`src/rtl/cmos_frame_gate.sv`:
```
// Frame-boundary gate between the CMOS pixel source and the CSI-2 TX bridge.
// Forwards only whole frames once the D-PHY is ready and streaming is enabled.
module cmos_frame_gate #(
    parameter int DWIDTH       = 10,
    parameter int CNT_W        = 16,
    parameter int SKIP_FRAMES  = 0,
    parameter int LONG_EVEN_EN = 0
) (
    input  logic              pix_clk_i,
    input  logic              reset_n_i,
    input  logic              pll_lock_i,
    input  logic              tinit_done_i,
    input  logic              enable_i,
    input  logic              fv_i,
    input  logic              lv_i,
    input  logic [DWIDTH-1:0] pixdata_i,
    output logic              fv_o,
    output logic              lv_o,
    output logic              dvalid_o,
    output logic [DWIDTH-1:0] pixdata_o,
    output logic [2:0]        state_o,
    output logic [CNT_W-1:0]  frame_cnt_o,
    output logic [CNT_W-1:0]  line_cnt_o,
    output logic [CNT_W-1:0]  pix_cnt_o,
    output logic              err_len_o,
    input  logic              err_clr_i
);

    typedef enum logic [2:0] {
        IDLE      = 3'd0,
        WAIT_LOW  = 3'd1,
        WAIT_RISE = 3'd2,
        SKIP      = 3'd3,
        ACTIVE    = 3'd4
    } state_t;

    localparam logic [3:0]       SKIP_N  = 4'(SKIP_FRAMES);
    localparam logic [CNT_W-1:0] CNT_MAX = '1;

    state_t           state;
    state_t           state_nxt;
    logic             fv_q;
    logic [3:0]       skip_cnt;
    logic [CNT_W-1:0] pix_acc;
    logic [CNT_W-1:0] line_acc;
    logic [CNT_W-1:0] ref_odd;
    logic [CNT_W-1:0] ref_even;

    logic             ready;
    logic             fv_rise;
    logic             fv_fall;
    logic             start;
    logic             fwd;
    logic             lv_g;
    logic             lv_fall;
    logic             frame_end;
    logic             mismatch;
    logic [CNT_W-1:0] pix_inc;
    logic [CNT_W-1:0] line_inc;
    logic [CNT_W-1:0] line_next;
    logic [CNT_W-1:0] ref_sel;

    assign ready   = pll_lock_i & tinit_done_i;
    assign fv_rise = fv_i & ~fv_q;
    assign fv_fall = ~fv_i & fv_q;
    assign start   = (state == WAIT_RISE) & fv_rise & (skip_cnt >= SKIP_N);
    assign fwd     = ready & ((state == ACTIVE) | start);
    assign lv_g    = lv_i & fv_i;
    // lv_o is the previous forwarded line-valid, so it doubles as the edge register
    assign lv_fall = fwd & lv_o & ~lv_g;
    assign frame_end = ready & (state == ACTIVE) & fv_fall;

    assign pix_inc   = (pix_acc == CNT_MAX) ? pix_acc : pix_acc + 1'b1;
    assign line_inc  = (line_acc == CNT_MAX) ? line_acc : line_acc + 1'b1;
    assign line_next = lv_fall ? line_inc : line_acc;

    // line_acc odd means the line just ending has an even index
    assign ref_sel  = ((LONG_EVEN_EN != 0) && line_acc[0]) ? ref_even : ref_odd;
    assign mismatch = lv_fall && (line_acc != '0)
                   && !((LONG_EVEN_EN != 0) && (line_acc == 1))
                   && (pix_acc != ref_sel);

    assign state_o = state;

    always_comb begin
        state_nxt = state;
        if (!ready) begin
            state_nxt = IDLE;
        end else begin
            unique case (state)
                IDLE: begin
                    if (enable_i) state_nxt = WAIT_LOW;
                end
                WAIT_LOW: begin
                    if (!enable_i)  state_nxt = IDLE;
                    else if (!fv_i) state_nxt = WAIT_RISE;
                end
                WAIT_RISE: begin
                    if (!enable_i)   state_nxt = IDLE;
                    else if (fv_rise)
                        state_nxt = (skip_cnt < SKIP_N) ? SKIP : ACTIVE;
                end
                SKIP: begin
                    if (!enable_i)    state_nxt = IDLE;
                    else if (fv_fall) state_nxt = WAIT_RISE;
                end
                ACTIVE: begin
                    if (!enable_i && !fv_i) state_nxt = IDLE;
                end
                default: state_nxt = IDLE;
            endcase
        end
    end

    always_ff @(posedge pix_clk_i or negedge reset_n_i) begin
        if (!reset_n_i) begin
            state       <= IDLE;
            fv_q        <= 1'b0;
            skip_cnt    <= '0;
            fv_o        <= 1'b0;
            lv_o        <= 1'b0;
            dvalid_o    <= 1'b0;
            pixdata_o   <= '0;
            pix_acc     <= '0;
            line_acc    <= '0;
            ref_odd     <= '0;
            ref_even    <= '0;
            frame_cnt_o <= '0;
            line_cnt_o  <= '0;
            pix_cnt_o   <= '0;
            err_len_o   <= 1'b0;
        end else begin
            state     <= state_nxt;
            fv_q      <= fv_i;
            fv_o      <= fwd & fv_i;
            lv_o      <= fwd & lv_g;
            dvalid_o  <= fwd & lv_g;
            pixdata_o <= fwd ? pixdata_i : '0;

            if (state == IDLE)
                skip_cnt <= '0;
            else if (ready && state == SKIP && fv_fall && skip_cnt != 4'hF)
                skip_cnt <= skip_cnt + 1'b1;

            if (!fwd) begin
                pix_acc <= '0;
            end else if (lv_fall) begin
                pix_cnt_o <= pix_acc;
                pix_acc   <= '0;
            end else if (lv_g) begin
                pix_acc <= pix_inc;
            end

            if (!fwd || fv_rise)
                line_acc <= '0;
            else
                line_acc <= line_next;

            if (frame_end) begin
                frame_cnt_o <= frame_cnt_o + 1'b1;
                line_cnt_o  <= line_next;
            end

            if (lv_fall && line_acc == '0)
                ref_odd <= pix_acc;
            else if (lv_fall && LONG_EVEN_EN != 0 && line_acc == 1)
                ref_even <= pix_acc;

            if (mismatch)
                err_len_o <= 1'b1;
            else if (err_clr_i)
                err_len_o <= 1'b0;
        end
    end

endmodule

```
`config.mk`:
```
export PLATFORM = sky130hd
export DESIGN_NAME = cmos_frame_gate
export DESIGN_NICKNAME = d
export VERILOG_FILES = /design/src/rtl/cmos_frame_gate.sv
export SDC_FILE = /design/constraint.sdc
export NUM_CORES = 1
export LEC_CHECK = 0
export ABC_AREA = 0
export BUFFER_PORTS_ARGS = -buffer_cell sky130_fd_sc_hd__buf_2
export CAP_MARGIN = 20
export CORE_MARGIN = 2
export CORE_UTILIZATION = 50
export DETAILED_ROUTE_END_ITERATION = 8
export PLACE_DENSITY = 0.72
export SYNTH_ARGS = -nofsm -noshare
export SYNTH_HDL_FRONTEND = slang
export SYNTH_SLANG_ARGS = --single-unit
```
`constraint.sdc`:
```
create_clock -name pix_clk_i -period 3.3 [get_ports pix_clk_i]
set_clock_uncertainty 0.2 [all_clocks]
set_input_delay 0.33 -clock pix_clk_i [delete_from_list [all_inputs] [get_ports pix_clk_i]]
set_output_delay 0.33 -clock pix_clk_i [all_outputs]
set_load 0.03 [all_outputs]
```
==> flow_metrics.tcl <==
set metrics [dict create \
    status "completed" \
    grt_pass1_wl_microns 19200 \
    drt_iter0_markers 225 \
    async_flop_share_pct 100 \
    critPathMaxStageDelay_ns 0.52 \
    cts_buffer_depth 2 \
    cts_tree "built" \
    p_per_area_mw_per_mm2 480 \
    port_buffers 82 \
    synth_seq_cells 113 \
    dp_cells 700 \
    report.final.hold_viol_count 0 \
    setup_viol 0 \
    fillCellCount 840 \
    clk_pin_slew_ns 0.05 \
    slew_headroom_pct 42.8 \
    synth_top_area_share_pct 54.4 \
    crit_family "buffers and inverters" \
    grt_max_degree 64 \
    worstPathArrival_ns 2.73 \
    fmax_mhz 394 \
    area_delta_synth_final_pct 23.4 \
    synth-edff-count 0 \
    synthCells 501 \
    maxCapViolations 0 \
    cts_max_level 4 \
    critical_path_class "input pin to flip-flop" \
    antenna_found_initial 0 \
    cts_sinks 113 \
    wl_per_cell_microns 15.0 \
    first_global_vias 3937 \
    final_cell_mix "113 x dfrtp_1, 82 x nand2_1, 81 x buf_2" \
    initial_core_util_pct 51.0 \
    grt_usage_pct 21.8 \
    cp_cell_sequence "dlygate4sd3_1, buf_2, a21boi_0, o211ai_1, buf_4, nor4_1, xnor2_1, o21ai_1" \
    routabilityCongestion 0.904 \
    clkLatencyLatePin_ns 0.51 \
    drc_errors 0 \
    io_pins 83 \
    total_power_w 0.00308 \
    p_leak_nw 3.19 \
    ant_nets 0 \
    drv_slew 0 \
    viasPerCell 5.32 \
    rows 37 \
    tightest_slew_ns 0.855 \
    ys_warn_count 0 \
    synth_area_leaders "dfrtp_1 54%, nand2_1 5.9%, xnor2_1 5.6%" \
    synthDistinctLibCells 52 \
    die_x_microns 106 \
    min_period_over_period_pct 76.9 \
    startpoint_type "input pin" \
    path_max_fanout 24 \
    die_area_sq_mm 0.0112 \
    min_path_type "input pin to flip-flop" \
    yosysTopAreaCell "dfrtp_1" \
    synthFlopType "dfrtp_1" \
    coreArea_sq_mm 0.0102 \
    crit_slowest_cell "dlygate4sd3_1" \
    critPathRequiredTime_ns 3.49 \
    avgSynthCellArea_sq_um 10.4 \
    num_vias 3972 \
    worstSetupEndpointType "flip-flop" \
    clockRootBuffer "clkbuf_8" \
    drive_gt1_share_pct 23.0 \
    instances_no_fill 746 \
    nets 621 \
    fp.dieH_microns 106 \
    whs_ns 0.0889 \
    cts_buffers 17 \
    grt-ovfl-total 0 \
    ys_seq_area_share_pct 54.4 \
    synthesis.nets 523 \
    critPathBufInv 3 \
    mostFrequentLayoutCell "dfrtp_1" \
    finalWirelength_microns 11200 \
    min_period_ns 2.54 \
    dp_hpwl_microns 7670 \
    rsz0062_at_grt "no" \
    synthesis.area_sq_mm 0.00520 \
    ir_drop_mv 0.297 \
    firstDrtPassIters 4 \
    tns_ns 0 \
    n_antenna_cell 0 \
    post_cts_resized 0 \
]
cells by family after synthesis:
| family | after synthesis | share of synthesized area, % |
|---|---|---|
| compound gates | 52 | 6.74 |
| flops | 113 | 54.4 |
| xor+xnor | 54 | 9.10 |
| mux | 22 | 4.62 |
| simple gates | 225 | 21.4 |
| buf+inv | 31 | 2.79 |
| fa+ha+maj | 4 | 0.963 |
path summary, 6_finish.rpt:
kind | slack (ns) | cells after the start | endpoint | from
worst max-delay path | 0.76 | 8 | line_cnt_o[6]$_DFFE_PN0P_ | fv_i
worst min-delay path | 0.09 | 3 | state_o[2]$_DFFE_PN0P_ | pll_lock_i
worst max register to register | 0.91 | 6 | ref_odd[9]$_DFFE_PN0P_ | state_o[1]$_DFFE_PN0P_
worst min register to register | 0.26 | 1 | frame_cnt_o[15]$_DFFE_PN0P_ | frame_cnt_o[15]$_DFFE_PN0P_
max in group asynchronous | 1.90 | 3 | pix_cnt_o[10]$_DFFE_PN0P_ | reset_n_i
min in group asynchronous | 0.26 | 2 | line_cnt_o[7]$_DFFE_PN0P_ | reset_n_i
metal layers:
layer	wire length [microns]	global-route usage, %
met3	711	6.13
met1	5280	30.7
met4	145	7.52
met2	5070	32.7
met5	0	0
registers in the layout, indices dropped and copies added, names as in the netlist:
signal       flops
dvalid_o         1
err_len_o        1
frame_cnt_o     16
fv_o             1
fv_q             1
line_acc        16
line_cnt_o      16
pix_acc         16
pix_cnt_o       16
pixdata_o       10
ref_odd         16
state_o          3
per-stage QoR:
stage / setup WS (ns) / util, % / cell area [sq um]
after floorplan: 1.15 / - / 5200
after global placement: 0.909 / 56.2 / 5730
after detailed placement: 0.748 / 56.2 / 5730
after CTS: 0.747 / 63.0 / 6410
after global routing: 0.567 / 63.0 / 6410
final: 0.763 / 63.0 / 6410
layout make-up:
| type | instances | area [sq um] | area share (%) |
|---|---|---|---|
| inverters | 5 | 18.8 | 0.293 |
| repair buffers | 105 | 638 | 9.95 |
| flip-flops and latches | 113 | 2830 | 44.1 |
| clock inverters | 7 | 60.1 | 0.937 |
| multi-input cells | 357 | 2230 | 34.8 |
| well taps | 136 | 170 | 2.65 |
| clock buffers | 23 | 467 | 7.28 |
tightest hold or removal path, stage by stage:
cell and delay [ns]:
buf_2 0.12, nand3b_1 0.24, a21oi_1 0.07
where the power goes:
part	total, W	internal [W]	leakage [nW]	switching (W)
combinational	0.0000707	0.0000273	1.34	0.0000434
clock	0.00162	0.00104	0.267	0.000578
sequential	0.00139	0.00139	1.58	0.00000175
total	0.00308	0.00245	3.19	0.000624
synthesized netlist by cell type (9+ instances only):
library cell,instances
a21oi_1,11
buf_2,10
nand2_1,82
xor2_1,21
xnor2_1,33
nand3_1,16
nor2_1,41
a211oi_1,9
dfrtp_1,113
mux2_2,16
clkbuf_1,12
nand4_1,17
nor4_1,14
o21ai_0,14
and2_1,14
repair_timing:
| item | in CTS | in global routing |
|---|---|---|
| endpoints found under the hold margin | 78 | 0 |
| hold buffers | 16 | 0 |
| setup buffers | 0 | 0 |
Note: power is estimated with default switching activity, not from simulation.
